File: src/rtl/aes_req_scheduler.sv
// Round-robin front end that shares one AES encipher engine between
// NUM_REQ requesters. It sequences the engine's next/ready protocol, runs a
// watchdog on each operation, and returns results tagged with the requester
// ID. dbg_state exposes the FSM state to checkers.
//
// Handshakes: a transfer happens on a rising clock edge where valid and
// ready are both high. A valid side holds its payload stable until that
// edge. A request may drop its valid before it is accepted; no request
// state is kept between cycles. req_ready is one-hot or zero and is only
// ever raised together with req_valid of the same requester.
module aes_req_scheduler #(
    parameter int NUM_REQ = 2,
    parameter int TIMEOUT = 128
) (
    input  logic                   clk,
    input  logic                   reset,
    input  logic                   key_valid,
    input  logic [NUM_REQ-1:0]     req_valid,
    output logic [NUM_REQ-1:0]     req_ready,
    input  logic [NUM_REQ*128-1:0] req_block,
    output logic                   resp_valid,
    input  logic                   resp_ready,
    output logic [1:0]             resp_id,
    output logic [127:0]           resp_block,
    output logic                   resp_error,
    output logic                   eng_next,
    output logic [127:0]           eng_block,
    input  logic                   eng_ready,
    input  logic [127:0]           eng_result,
    output logic                   busy,
    output logic [15:0]            done_count,
    output logic [2:0]             dbg_state
);

    typedef enum logic [2:0] {
        S_IDLE      = 3'd0,
        S_START     = 3'd1,
        S_WAIT_BUSY = 3'd2,
        S_WAIT_DONE = 3'd3,
        S_RESP      = 3'd4
    } state_t;

    state_t       r_state;
    state_t       w_next_state;
    logic [1:0]   r_last_grant;
    logic [1:0]   r_id;
    logic [7:0]   r_wd;
    logic [127:0] r_eng_block;
    logic [127:0] r_resp_block;
    logic         r_resp_error;
    logic [15:0]  r_done_count;

    logic [1:0]   w_cand;
    logic [1:0]   w_winner;
    logic         w_found;
    logic         w_grant;
    logic         w_timeout;

    // Round-robin search: first valid requester after the last one granted.
    always_comb begin
        w_found  = 1'b0;
        w_winner = '0;
        w_cand   = '0;
        for (int k = 1; k <= NUM_REQ; k++) begin
            w_cand = 2'((int'(r_last_grant) + k) % NUM_REQ);
            for (int i = 0; i < NUM_REQ; i++) begin
                if (!w_found && (w_cand == 2'(i)) && req_valid[i]) begin
                    w_found  = 1'b1;
                    w_winner = w_cand;
                end
            end
        end
    end

    // Grant only from IDLE with keys loaded and the engine idle; reset masks it.
    assign w_grant   = (r_state == S_IDLE) && !reset && key_valid && eng_ready && w_found;
    // Fires on the last counted cycle so the response lands exactly TIMEOUT
    // cycles after WAIT_BUSY is entered.
    assign w_timeout = (r_wd >= 8'(TIMEOUT - 1));

    // One-hot accept towards the winning requester, combinational in the grant cycle.
    always_comb begin
        req_ready = '0;
        for (int i = 0; i < NUM_REQ; i++) begin
            if (w_grant && (w_winner == 2'(i))) begin
                req_ready[i] = 1'b1;
            end
        end
    end

    // State register.
    always_ff @(posedge clk or posedge reset) begin
        if (reset) begin
            r_state <= S_IDLE;
        end else begin
            r_state <= w_next_state;
        end
    end

    // Next-state logic; a completed engine wins over a coincident timeout.
    always_comb begin
        w_next_state = r_state;
        case (r_state)
            S_IDLE:      if (w_grant) w_next_state = S_START;
            S_START:     w_next_state = S_WAIT_BUSY;
            S_WAIT_BUSY: begin
                if (w_timeout)       w_next_state = S_RESP;
                else if (!eng_ready) w_next_state = S_WAIT_DONE;
            end
            S_WAIT_DONE: if (eng_ready || w_timeout) w_next_state = S_RESP;
            S_RESP:      if (resp_ready) w_next_state = S_IDLE;
            default:     w_next_state = S_IDLE;
        endcase
    end

    // Moore outputs decoded from the state, plus registered payloads.
    always_comb begin
        eng_next   = (r_state == S_START);
        resp_valid = (r_state == S_RESP);
        busy       = (r_state != S_IDLE);
        dbg_state  = r_state;
        eng_block  = r_eng_block;
        resp_id    = r_id;
        resp_block = r_resp_block;
        resp_error = r_resp_error;
        done_count = r_done_count;
    end

    // Datapath: request capture, watchdog, response capture and completion count.
    always_ff @(posedge clk or posedge reset) begin
        if (reset) begin
            r_last_grant <= 2'(NUM_REQ - 1);
            r_id         <= '0;
            r_wd         <= '0;
            r_eng_block  <= '0;
            r_resp_block <= '0;
            r_resp_error <= 1'b0;
            r_done_count <= '0;
        end else begin
            if (w_grant) begin
                r_eng_block  <= req_block[int'(w_winner)*128 +: 128];
                r_id         <= w_winner;
                r_last_grant <= w_winner;
            end
            case (r_state)
                S_START: r_wd <= '0;
                S_WAIT_BUSY: begin
                    r_wd <= r_wd + 8'd1;
                    if (w_timeout) begin
                        r_resp_block <= '0;
                        r_resp_error <= 1'b1;
                    end
                end
                S_WAIT_DONE: begin
                    r_wd <= r_wd + 8'd1;
                    if (eng_ready) begin
                        r_resp_block <= eng_result;
                        r_resp_error <= 1'b0;
                    end else if (w_timeout) begin
                        r_resp_block <= '0;
                        r_resp_error <= 1'b1;
                    end
                end
                S_RESP: begin
                    if (resp_ready && !r_resp_error) begin
                        r_done_count <= r_done_count + 16'd1;
                    end
                end
                default: ;
            endcase
        end
    end

endmodule

File: config.mk
export PLATFORM = sky130hd
export DESIGN_NAME = aes_req_scheduler
export DESIGN_NICKNAME = d
export VERILOG_FILES = /design/src/rtl/aes_req_scheduler.sv
export SDC_FILE = /design/constraint.sdc
export NUM_CORES = 1
export LEC_CHECK = 0
export ABC_AREA = 1
export BUFFER_PORTS_ARGS = -buffer_cell sky130_fd_sc_hd__buf_2
export CAP_MARGIN = 20
export CORE_AREA = 4 4 260 262
export DETAILED_ROUTE_END_ITERATION = 16
export DIE_AREA = 0 0 264 266
export PLACE_DENSITY = 0.43
export SLEW_MARGIN = 20
export SYNTH_ARGS = -nofsm -noshare
export SYNTH_HDL_FRONTEND = slang
export SYNTH_SLANG_ARGS = --single-unit
export TNS_END_PERCENT = 1
File: constraint.sdc
create_clock -name clk -period 11.1 [get_ports clk]
set_input_delay 1.665 -clock clk [delete_from_list [all_inputs] [get_ports clk]]
set_output_delay 1.665 -clock clk [all_outputs]
set_load 0.02 [all_outputs]
# ---- After elaboration in Yosys (flattened, before gate mapping)
# Index checks and enable logic that the tools add are counted.
dict set report totals {
  reg_bits 287
  in_bits 391
  out_inout_bits 283
  word_cells 80
}
dict set report classes {
  n_addsub 4
  n_lt_le_gt_ge 1
  n_eq_ne 11
  n_shift 1
  mux 23
  bitwise_logic 2
  reduce_logical 30
}
# op count
set ops {}
lappend ops {{128-bit two-way mux} 2}
lappend ops {{128-bit case mux with 2 select lines} 1}
lappend ops {{256-bit by 10-bit variable part select with 128-bit output} 1}
lappend ops {{16-bit by 1-bit adder with 16-bit output, second input constant} 1}
lappend ops {{8-bit case mux with 2 select lines} 1}
lappend ops {{3-bit two-way mux} 5}
lappend ops {{3-bit case mux with 5 select lines} 1}
lappend ops {{1-bit logical AND} 14}
lappend ops {{8-bit by 1-bit adder with 8-bit output, second input constant} 1}
lappend ops {{8-bit by 7-bit greater-or-equal comparator with 1-bit output, second input constant} 1}
lappend ops {{1-bit two-way mux} 8}
lappend ops {{2-bit two-way mux} 4}
lappend ops {{2-bit by 1-bit == test with 1-bit output, second input constant} 3}
lappend ops {{3-bit by 2-bit == test with 1-bit output, second input constant} 2}
lappend ops {{2-bit logical NOT} 3}
lappend ops {{1-bit logical NOT} 5}
lappend ops {{2-bit inequality test, second input constant} 2}
lappend ops {{4-bit AND reduction} 1}
lappend ops {{2-bit nonzero test} 2}
lappend ops {{3-bit by 1-bit == test with 1-bit output, second input constant} 1}
lappend ops {{3-bit == test, second input constant} 1}
lappend ops {{3-bit logical NOT} 1}
lappend ops {{3-bit inequality test, second input constant} 1}
lappend ops {{3-bit nonzero test} 1}
lappend ops {{7 further kinds} 9}

# ---- Depth between registers and ports, before layout
dict set report depth {
  ltp_word 20
  depth_mapped 10
  depth_no_buf 9
}

# ---- Worst setup path after synthesis
# No wires, ideal clock.
dict set report synth_timing {
  kind {input-to-output}
  from {input reset}
  to {output req_ready[0]}
  arrival_time_ps 8825
  setup_slack_ps 610
  stages 6
  cell_sequence {inv_1 nand3_1 nor2_1 nand2_2 a21oi_2 buf_2}
}
dict set report synth_between {
  elab_chain_cells 7
}
# element line_no
set synth_rtl {}
lappend synth_rtl {{from (decl)} 16} ;# input logic reset,
lappend synth_rtl {{1-bit logical NOT (no line)} n/a}
lappend synth_rtl {{1-bit logical AND (4 in series)} 76} ;# assign w_grant = (r_state == S_IDLE) && !reset && key_valid && eng_ready && w_found;
lappend synth_rtl {{1-bit logical AND} 85} ;# if (w_grant && (w_winner == 2'(i))) begin
lappend synth_rtl {{1-bit two-way mux} 85}
lappend synth_rtl {{to (decl)} 19} ;# output logic [NUM_REQ-1:0] req_ready,
# No other way between the ends.

# ---- Worst setup path after layout
# Same ends and word-level chain as after synthesis.

==> results.md <==
- Worst hold stages: 2
- Chip width: 264 um
- Initial antenna violation count: 13
- First-pass GRT wire length: 72300 um
- Async SR Flop Fraction: 100%
- RSZ-0062 raised after global routing: no
- Final wirelength: 48600 um
- CP max FO: 63
- Area share of the largest cell type after synthesis: 59.3%
- Startpoint Class: input port
- Routed Antenna Nets: 0
- Number of distinct library cells after synthesis: 32
- Simple-gate portion of the synthesized area: about a third
- Largest cells by area after synthesis: dfrtp_1 59%, nand2_1 26%, nand3_1 5.9%
- Number of synthesized flops with an enable pin: 0
- Final Slew Violations: 0
- Post-synthesis mux area share: 0%
- HP Class: flop to flop
- Vias in the first global route: 12.0k
- H-tree Lvls: 2
- Critical path class: input port to output port
- Element type at the critical path end: output port
- Largest net degree at the start of global routing: 91
- Layout cells sized above 1: between 30% and 40%
- Resized cells post-CTS: 0
- IO Port Bufs: 672
- # setup viols final: 0
- Via/cell ratio: a little under 4
- Die Height: 266 um
- # fillers: 7224
- 1st-pass router iterations: 5
- Syn_nets: 1831
- Status: finished, final reports clean
- CTS tree: yes
- Drt wl/cell: 16.3 um
- GP Congestion: 0.842
- Core Rows: 94
- Worst-Margin Slew: 1.02 ns
- Vias: 11.9k
- Initial Util: a little under a fifth
- Post-Synth XOR/XNOR Area: less than 1%
- Clk_lat worst skew: 0.53 ns
- Final core occ: 26.6%
- Die area: 70200 um^2
- Synth Area in Compound Gates: 1.02%
- Post-layout min period: 5.81 ns
- Root buffer cell: clkbuf_16
- Leakage: 9.61 nW
- Fmax: 172 MHz
- Initial DRC Count: 687
- CP Data Required Time: 9.44 ns
- Clock transition at path regs: 0.05 ns
- Sequential area share after synthesis: 59.6%
- Worst EP arrival: 4.14 ns
- Worst relative slew slack: 31.8%
- Grt ovf: 0
- TritonCTS Buffers: 37
- GRT Util Overall: 13.1%
- I/O pins: 674
- Pwr dens: 282 nW/um^2
- Final nets: 2483
- DP Area: approximately 16000 um^2
- Post-synth top flop: dfrtp_1
- Post-CTS setup buffer count: 0
- Period utilization: 52.3%
- Core area: 65400 um^2
- Synth warn: 0
- DRC errors left: 0
- Max-cap violations: 0
- Fraction of the mapped netlist area in adder cells: 0.208%
- Post-Syn Area: 12000 um^2
- Post-synth top area cell: dfrtp_1
- Synthesized flop and latch total: 286
- Bufs on Longest Clock Path: 3
- Layout area overhead: 44.5%
- Post-CTS Hold Buffers: 0
- Avg Cell Area, Syn: 8.36 um^2
- Final TNS setup: 0 ns
- Synth Instances: 1438
- Final hold vios: 0
- CTS Sinks: 286
- Peak supply drop: 0.105 mV
- Clk_skew: 0.0153 ns
- Dpl hpwl: 36600 um
- Cell count of the worst reg-to-reg path: 9
- Largest family of logic cells by synthesized area: simple AND/OR/NAND/NOR gates
- Finished Cell Area: between 15000 and 20000 um^2
[routing by layer]
metal / vias to the layer above / GRT usage [%] / part of all wire (%)
li1: 5778 / - / -
met1: 5573 / 14.9 / 39
met2: 461 / 22.7 / 49
met3: 75 / 5.39 / 9.7
met4: 4 / 3.58 / 2.5
met5: - / 0 / 0.076
[Yosys cell counts, types with 2 or more instances]
master	count
a21oi_1	2
a21oi_2	2
buf_2	31
buf_4	16
buf_6	12
clkbuf_1	12
dfrtp_1	285
ha_1	2
inv_1	18
inv_2	4
nand2_1	836
nand2_2	3
nand3_1	142
nand3b_1	2
nand4_1	5
nor2_1	26
nor2_2	2
nor3_1	4
o21ai_0	12
xnor2_1	6
xor2_1	5
[report_power, final]
group          leakage, nW  switching [mW]  internal [mW]
logic                 5.39            1.28          0.618
clock network        0.601           0.462          0.724
registers             3.62           0.279           1.53
total                 9.61            2.02           2.88
[kinds of logic after synthesis]
logic type | count (synthesis)
AO/OA/AOI/OAI | 21
XOR/XNOR | 11
adder cells (fa/ha/maj) | 2
buffers and inverters | 94
flip-flops | 286
other | 1
AND/OR/NAND/NOR | 1023
[metrics by stage]
| step | power [mW] | setup slack, ns | std cells | hold WS (ns) |
|---|---|---|---|---|
| 2_1_floorplan | 2.92 | 0.610 | 1438 | 0.467 |
| 3_3_place_gp | 3.75 | 5.09 | 2915 | 0.449 |
| 3_5_place_dp | 3.76 | 5.17 | 2915 | 0.453 |
| 4_1_cts | 4.99 | 5.17 | 2982 | 0.467 |
| 5_1_grt | 5.23 | 5.02 | 2983 | 0.478 |
| 6_report | 4.90 | 5.29 | 2988 | 0.463 |
[sequential cells by signal (all words and copies together) (netlist names)]
name / count
eng_block: 128
resp_block: 128
done_count: 16
r_wd: 8
dbg_state: 3
r_last_grant: 1
resp_error: 1
resp_id: 1
[layout by cell type (no fill, tap or decap), drive strengths merged]
master,count
buf,685
a31oi,1
diode,6
nand3b,2
inv,23
xnor2,6
a22o,1
conb,1
nor3,5
o211ai,1
nor3b,1
clkinv,4
dfstp,1
nand2,839
nand3,143
clkbuf,62
a21oi,4
nand4,5
nor2,28
o31ai,1
o21ai,13
dfrtp,285
xor2,5
ha,2
[critical path, stage by stage]
cell and delay (ns):
buf_2 0.13, inv_8 0.33, nand3_1 0.19, nor2_1 0.20, nand2_4 0.44, a21oi_4 0.28
buf_4 0.52, buf_2 0.28
[final timing paths]
kind                                start               to  slack, ns
setup / recovery                    reset     req_ready[0]       5.29
hold / removal             resp_block[44]   resp_block[44]       0.46
setup reg to reg             dbg_state[1]    eng_block[60]       7.80
hold reg to reg            resp_block[44]   resp_block[44]       0.46
max in group asynchronous           reset    eng_block[74]       8.09
min in group asynchronous           reset  resp_block[104]       1.17
[final cells by class]
type / count / area, um^2 / share of cell area [%]
tap: 864 / 1080 / 6.23
timing repair buffer: 685 / 3460 / 19.9
antenna: 6 / 15.0 / 0.0865
inverter: 22 / 91.3 / 0.526
clock inverter: 5 / 32.5 / 0.187
multi-input combinational: 1058 / 4340 / 25.0
clock buffer: 62 / 1180 / 6.81
sequential: 286 / 7160 / 41.2
No activity file was read; power rests on OpenSTA's default activity.
